File: config.mk
export PLATFORM = sky130hd
export DESIGN_NAME = alu_cmd_issuer
export DESIGN_NICKNAME = d
export VERILOG_FILES = /design/src/rtl/alu_cmd_issuer.sv
export SDC_FILE = /design/constraint.sdc
export NUM_CORES = 1
export LEC_CHECK = 0
export CAP_MARGIN = 20
export CORE_MARGIN = 2
export CORE_UTILIZATION = 35
export CTS_CLUSTER_SIZE = 14
export DETAILED_ROUTE_END_ITERATION = 10
export GPL_TIMING_DRIVEN = 1
export PLACE_DENSITY = 0.66
export SYNTH_ARGS = -nofsm -noshare
export SYNTH_HDL_FRONTEND = slang
export SYNTH_SLANG_ARGS = --single-unit
File: constraint.sdc
create_clock -name i_clk -period 4.3 [get_ports i_clk]
set_clock_uncertainty 0.1 [all_clocks]
set_input_delay 1.075 -clock i_clk [delete_from_list [all_inputs] [get_ports i_clk]]
set_output_delay 1.075 -clock i_clk [all_outputs]
set_load 0.05 [all_outputs]
File: src/rtl/alu_cmd_issuer.sv
// -----------------------------------------------------------------------------
// alu_cmd_issuer
//   Upstream feeder for a fixed-latency ALU. Commands {a, b, sel} arrive over a
//   valid/ready handshake and are buffered in a DEPTH-entry FIFO. Each cycle with
//   i_issue_en=1 and a non-empty FIFO, the head command is popped onto the
//   registered ALU inputs. A valid/tag pipe tracks every issued op through the
//   LAT-cycle ALU. When an op completes, its result is returned tagged with its
//   opcode, in issue order. Commands whose sel[3] is set are consumed but not
//   queued, and they raise a one-cycle error pulse.
//
// Ports
//   i_clk, i_rst        clock; synchronous active-high reset
//   i_cmd_valid         command present
//   o_cmd_ready         FIFO can accept (registered count < DEPTH)
//   i_cmd_a, i_cmd_b    signed operands (DW bits)
//   i_cmd_sel           opcode; sel[3]=1 is illegal
//   i_issue_en          1 = may pop and issue this cycle
//   o_alu_a/b/sel       registered ALU operands and opcode
//   i_alu_y             ALU result (YW bits)
//   o_res_valid         one-cycle pulse per completed op
//   o_res_y, o_res_sel  registered result and its opcode
//   o_err_illegal       one-cycle pulse when an illegal command was dropped
//   o_busy              FIFO non-empty or an op is in flight
// -----------------------------------------------------------------------------
module alu_cmd_issuer #(
  parameter int DEPTH = 4,
  parameter int DW    = 4,
  parameter int YW    = 8,
  parameter int LAT   = 2
) (
  input  logic          i_clk,
  input  logic          i_rst,
  input  logic          i_cmd_valid,
  output logic          o_cmd_ready,
  input  logic [DW-1:0] i_cmd_a,
  input  logic [DW-1:0] i_cmd_b,
  input  logic [3:0]    i_cmd_sel,
  input  logic          i_issue_en,
  output logic [DW-1:0] o_alu_a,
  output logic [DW-1:0] o_alu_b,
  output logic [3:0]    o_alu_sel,
  input  logic [YW-1:0] i_alu_y,
  output logic          o_res_valid,
  output logic [YW-1:0] o_res_y,
  output logic [3:0]    o_res_sel,
  output logic          o_err_illegal,
  output logic          o_busy
);

  localparam int AW = (DEPTH > 1) ? $clog2(DEPTH) : 1;
  localparam int CW = $clog2(DEPTH + 1);

  logic [DW-1:0] r_mem_a   [DEPTH];
  logic [DW-1:0] r_mem_b   [DEPTH];
  logic [3:0]    r_mem_sel [DEPTH];
  logic [AW-1:0] r_wr_ptr;
  logic [AW-1:0] r_rd_ptr;
  logic [CW-1:0] r_count;
  logic [CW-1:0] w_count_nxt;

  logic [DW-1:0] r_alu_a;
  logic [DW-1:0] r_alu_b;
  logic [3:0]    r_alu_sel;
  logic [LAT:0]  r_vpipe;
  logic [3:0]    r_tpipe [LAT+1];
  logic          r_res_valid;
  logic [YW-1:0] r_res_y;
  logic [3:0]    r_res_sel;
  logic          r_err_illegal;

  logic w_xfer;
  logic w_push;
  logic w_pop;

  // Ready comes from the registered count only, so a pop cannot open a slot
  // for a push on the same edge when the FIFO is full.
  assign o_cmd_ready = (r_count < CW'(DEPTH));
  assign w_xfer      = i_cmd_valid & o_cmd_ready;
  assign w_push      = w_xfer & ~i_cmd_sel[3];
  // Pop also uses the registered count: a command pushed into an empty FIFO
  // is issued no earlier than the following edge.
  assign w_pop       = i_issue_en & (r_count != '0);

  assign o_alu_a       = r_alu_a;
  assign o_alu_b       = r_alu_b;
  assign o_alu_sel     = r_alu_sel;
  assign o_res_valid   = r_res_valid;
  assign o_res_y       = r_res_y;
  assign o_res_sel     = r_res_sel;
  assign o_err_illegal = r_err_illegal;
  assign o_busy        = (r_count != '0) | (|r_vpipe);

  // Next FIFO occupancy from push/pop.
  always_comb begin
    w_count_nxt = r_count;
    case ({w_push, w_pop})
      2'b10:   w_count_nxt = r_count + CW'(1);
      2'b01:   w_count_nxt = r_count - CW'(1);
      default: w_count_nxt = r_count;
    endcase
  end

  // FIFO storage, pointers and occupancy.
  always_ff @(posedge i_clk) begin
    if (i_rst) begin
      r_wr_ptr <= '0;
      r_rd_ptr <= '0;
      r_count  <= '0;
      for (int i = 0; i < DEPTH; i++) begin
        r_mem_a[i]   <= '0;
        r_mem_b[i]   <= '0;
        r_mem_sel[i] <= 4'd0;
      end
    end else begin
      if (w_push) begin
        r_mem_a[r_wr_ptr]   <= i_cmd_a;
        r_mem_b[r_wr_ptr]   <= i_cmd_b;
        r_mem_sel[r_wr_ptr] <= i_cmd_sel;
        r_wr_ptr            <= r_wr_ptr + AW'(1);
      end
      if (w_pop) begin
        r_rd_ptr <= r_rd_ptr + AW'(1);
      end
      r_count <= w_count_nxt;
    end
  end

  // Issue stage and in-flight tracking. Reset clears the tracking pipe, so the
  // ALU output for discarded ops is never sampled.
  always_ff @(posedge i_clk) begin
    if (i_rst) begin
      r_alu_a   <= '0;
      r_alu_b   <= '0;
      r_alu_sel <= 4'd0;
      r_vpipe   <= '0;
      for (int i = 0; i <= LAT; i++) begin
        r_tpipe[i] <= 4'd0;
      end
    end else begin
      if (w_pop) begin
        r_alu_a   <= r_mem_a[r_rd_ptr];
        r_alu_b   <= r_mem_b[r_rd_ptr];
        r_alu_sel <= r_mem_sel[r_rd_ptr];
      end
      r_vpipe    <= {r_vpipe[LAT-1:0], w_pop};
      r_tpipe[0] <= r_mem_sel[r_rd_ptr];
      for (int i = 1; i <= LAT; i++) begin
        r_tpipe[i] <= r_tpipe[i-1];
      end
    end
  end

  // Result capture and illegal-command pulse.
  always_ff @(posedge i_clk) begin
    if (i_rst) begin
      r_res_valid   <= 1'b0;
      r_res_y       <= '0;
      r_res_sel     <= 4'd0;
      r_err_illegal <= 1'b0;
    end else begin
      r_err_illegal <= w_xfer & i_cmd_sel[3];
      if (r_vpipe[LAT]) begin
        r_res_valid <= 1'b1;
        r_res_y     <= i_alu_y;
        r_res_sel   <= r_tpipe[LAT];
      end else begin
        r_res_valid <= 1'b0;
      end
    end
  end

endmodule

# After elaboration in Yosys (flattened, before gate mapping)
# Memory sizes are Yosys's and may differ from the RTL's. A register that Yosys moved wholly into a read port is not among the register bits.
# Index checks and enable logic that the tools add are counted.
[totals]
reg_bits = 24
ramBits = 60
inputBits = 24
output_inout_bits = 28
wordCells = 56
n_memories = 4
[memory_table]
columns = ["name", "depth", "width", "rd", "rd_ports_with_merged_regs", "wr", "line_no", "text"]
rows = [
  ["r_mem_a", 4, 4, 1, 1, 4, "53", "logic [DW-1:0] r_mem_a [DEPTH];"],
  ["r_mem_b", 4, 4, 1, 1, 4, "54", "logic [DW-1:0] r_mem_b [DEPTH];"],
  ["r_mem_sel", 4, 4, 1, 1, 4, "55", "logic [3:0] r_mem_sel [DEPTH];"],
  ["r_tpipe", 3, 4, 3, 1, 3, "65", "logic [3:0] r_tpipe [LAT+1];"],
]
[op_classes]
add_sub_neg = 4
n_lt_le_gt_ge = 1
eq_ne = 2
mux = 22
bitwise = 9
n_reduce_logical = 6
[op_table]
columns = ["op", "count"]
rows = [
  ["$mux W4", 6],
  ["$reduce_or A4 Y1", 3],
  ["$mux W1", 10],
  ["$mux W2", 5],
  ["$pmux W3 S2", 1],
  ["$add A2 B1 Y2 const B", 2],
  ["$and A1 B1 Y1", 4],
  ["$or A1 B1 Y1", 4],
  ["$add A3 B1 Y3 const B", 1],
  ["$lt A3 B3 Y1 const B", 1],
  ["$reduce_bool A3 Y1", 1],
  ["$reduce_or A3 Y1", 1],
  ["$sub A3 B1 Y3 const B", 1],
  ["$eq A2 B1 Y1 const B", 1],
  ["$eq A2 B2 Y1 const B", 1],
  ["$reduce_bool A2 Y1", 1],
  ["$not A1 Y1", 1],
]

# Logic depth before layout (Yosys ltp)
[logic_depth]
depth_word = 8
mapped_depth = 9
ltp_nobuf = 8

# Least setup slack after synthesis
# No wires, ideal clock.
[synth_path]
path_kind = "input to register"
start = "input i_cmd_sel[3]"
end = "memory r_mem_a[2][0] (enable)"
setup_time_ps = 400
t_arrival_ps = 2425
required_ps = 3800
path_slack_ps = 1375
cell_stages = 3
path_buffers = 0
path_cell_list = "nor3b_1 > inv_1 > o31ai_1"
[synth_lines]
columns = ["item", "line_no", "text"]
rows = [
  ["from (decl)", "37", "input logic [3:0] i_cmd_sel,"],
  ["to (decl)", "53", ""],
]

# Worst setup path after layout
[layout_path]
start = "register r_count[2]"
end = "output o_busy"
[layout_via]
elab_chain_cells = 2
[layout_lines]
columns = ["item", "line_no", "text"]
rows = [
  ["from (decl)", "58", "logic [CW-1:0] r_count;"],
  ["from (signal assigned)", "124", "r_count <= w_count_nxt;"],
  ["$reduce_bool A3 Y1", "91", "assign o_busy = (r_count != '0) | (|r_vpipe);"],
  ["$or A1 B1 Y1", "91", ""],
  ["to (decl)", "47", "output logic o_busy"],
]
# Every way passes these cells.

==> results.cfg <==
[clock_network]
insertion_delay_ns = 0.35
clock_tree.buffer_depth = 2
clock_tree_from_tritoncts = done
clock-root-buffer = clkbuf_8
post_cts_hold_buffer_count = 0
tritoncts.num_buffers = 9
ctsResizeCount = 0
cts.clk_slew.worst_paths_ns = 0.09
htreeDepth = 3
clock_sinks = 98
postCtsSetupBuffers = 0

[detailed_routing]
met3_length_um = 447
wirelength_met1_mm = 3.09
number_of_vias_in_the_routed_layout = 2164
post-route-drc-count = 0
detailroute.wirelength.met2_mm = 3.33
drt_first_pass_iters = 4
drtIter0Drc = 71
topRoutingLayerUsed = met4
detail-route-antenna-nets = 0
vias_per_cell = 4.66
drt-wirelength-per-cell_um = 15.0
route.final.wire_length_mm = 6.97

[sta]
max_freq_mhz = 330
hold_violations = 0
rsz0062_at_grt = false
tns_ns = 0
final.period_utilization_pct = 70.4
finalMaxSlewViolations = 0
timing.slew.headroom_pct = 29.5
worstMarginPinSlew_ns = 1.05
setup_slack_ns = 1.27
period_needed_ns = 3.03
setup_violations = 0

[layout]
final_nets = 349
drive_above_1_share_pct = 12.2
final_cells = 464
insertedDiodeCount = 0
finalCoreUtilization_pct = 44.5
flow.area_growth_from_synthesis_pct = 22.8
postLayoutCellArea_um2 = 4610
filler_cell_count = 959

[grt]
antenna_found_initial = 0
number_of_global_route_vias_before_repair = 2050
wire_length_of_the_first_global_routing_pass_mm = 10.8
globalRoute.totalOverflow = 0
grtUsageTotal_pct = 12.6
pin_count_of_the_biggest_net_entering_global_routing = 26

[logic_synthesis]
yosys.cell_types.count = 36
syn_area_um2 = 3760
yosys_warnings = 0
avgSynthCellArea_um2 = 14.1
yosysSeqAreaShare_pct = 65.0
synth.ff_latch_count = 98
netlist_top_cells_area = edfxtp_1, dfxtp_1, and2_1, mux4_2, mux2i_1
yosys.area.top_type = edfxtp_1
postSynthCellCount = 267
netlist.area_leader.share_pct = 38.4

[floorplan]
dieHeight_um = 108
die-width_um = 108
area_of_the_die_um2 = 11600
placement_rows = 37
core_region_area_um2 = 10400
effective_utilization_at_floorplan_pct = 36.2
io_pins = 52

[critical_path]
cp_slowest_cell = clkdlybuf4s50_1
kind_of_cell_adding_the_most_delay_to_the_critical_path = buffers and inverters
critical_path_peak_fanout = 10
crit_buf_inv = 2
crit_path_cell_trace = inv_1 -> nand4_1 -> clkdlybuf4s50_1
worst_setup_path_end_kind = primary output
worst-r2r-cell-count = 7
startpoint_kind_of_the_worst_setup_timing_path = flip-flop
worst-path-stages = 3
data_required_time_of_the_critical_path_ns = 3.12
criticalPathCategory = flip-flop to primary output
ff2ff_setup_slack_ns = 2.11
cp.arrival_ns = 1.85
slowest_delay_ns = 0.80

[power_and_ir_drop]
p_comb_share_pct = 23.1
power_switching_share_pct = 30.7
p_switching_mw = 0.693
p_per_area_nw_per_um2 = 490
irDropWorstVdd_v = 0.000345
power.share.clock_pct = 25.8
total_leakage_power_nw = 1.66
internal-power_mw = 1.57
seq_power_share_pct = 51.2

[place]
weighted_congestion_at_the_end_of_routability_driven_global_placement = 0.692
place.detailed.instances = 448
post_dp_cell_area_um2 = 4420
place.detailed.hpwl_mm = 4.56
buffer_ports.inserted = 51
detailedPlace.worstSlack_ns = 0.994

[worst_hold_path]
worst_hold_path_type = flip-flop to flip-flop
worstHoldPathCells = 1

[flow_run]
max-cap-violations = 0

[run_status]
status = finished, final reports clean
-- cell usage in the layout, fill, tap and decap left out, types with 7 or more instances in the layout --
cell             count
mux4_2              12
mux2i_1             12
and2_1              44
clkdlybuf4s50_1     51
nor2b_1             16
edfxtp_1            48
clkbuf_8             9
nor2_1              21
dfxtp_1             50
a22o_1              12
inv_1                7
buf_4                7
-- metrics by stage --
step | hold WS [ns] | total power, mW
after floorplan | 0.314 | 1.54
after global placement | 0.317 | 1.70
after detailed placement | 0.324 | 1.71
after CTS | 0.352 | 2.28
after global routing | 0.358 | 2.36
final | 0.344 | 2.26
-- logic make-up (layout without fill, tap and decap cells) --
group / count (synthesis) / after routing / synth area share (%)
adder cells (fa/ha/maj): 2 / 2 / 0.866
other: 1 / 4 / 0.0998
XOR/XNOR: 6 / 6 / 1.40
AND/OR/NAND/NOR: 93 / 93 / 15.0
buffers and inverters: 23 / 81 / 2.96
AO/OA/AOI/OAI: 20 / 20 / 4.26
flip-flops: 98 / 98 / 65.0
multiplexers: 24 / 24 / 10.4
-- metal layers --
metal / GRT usage (%) / vias up
met2: 21.6 / 63
met3: 3.03 / 9
met4: 4.12 / 0
li1: - / 1045
met5: 0 / -
met1: 15.6 / 1047
-- layout make-up --
type	instances	area, µm²	area share (%)
Clock buffer	11	154	3.34
Clock inverter	5	41.3	0.896
Inverter	7	26.3	0.570
Multi-Input combinational cell	149	1210	26.3
Sequential cell	98	2440	53.0
Tap cell	136	170	3.69
Timing Repair Buffer	58	563	12.2
-- path summary, 6_finish.rpt --
kind                 startpoint            end
setup / recovery     r_count[2]         o_busy
hold / removal    r_tpipe[1][0]  r_tpipe[2][0]
setup reg to reg     r_count[2]     r_count[2]
hold reg to reg   r_tpipe[1][0]  r_tpipe[2][0]
-- power by group through the flow --
stage	combinational (mW)	sequential, mW	clock [mW]
global placement	0.520	1.18	0
floorplan	0.317	1.22	0
detailed placement	0.525	1.18	0
CTS	0.527	1.16	0.597
global route	0.557	1.18	0.631
finish	0.522	1.16	0.582
-- flip-flops by register name, summed over array words and instances, names as in the netlist, named ones only --
| register | flops |
|---|---|
| r_count | 3 |
| r_mem_a | 16 |
| o_alu_b | 4 |
| o_res_valid | 1 |
| r_mem_b | 16 |
| r_mem_sel | 16 |
| r_rd_ptr | 2 |
| o_err_illegal | 1 |
| o_res_y | 8 |
| o_alu_a | 4 |
| r_wr_ptr | 2 |
| o_alu_sel | 4 |
| r_tpipe | 12 |
| o_res_sel | 4 |
| r_vpipe | 3 |
-- synthesized netlist by cell type, drive strengths merged --
cell / instances
a21o: 2
a21oi: 2
xor2: 3
nor2: 21
edfxtp: 48
nor3: 3
mux4: 12
and2: 44
ha: 1
o311ai: 1
a22o: 12
and4bb: 1
clkbuf: 8
and3: 1
or2: 1
fa: 1
nor3b: 1
nor2b: 16
inv: 7
o31ai: 1
nand4: 1
buf: 8
o21ai: 1
xnor2: 3
or3: 1
mux2i: 12
nor4bb: 1
conb: 1
nor4b: 1
or4b: 1
o31a: 1
dfxtp: 50
No activity file was read; power rests on OpenSTA's default activity.
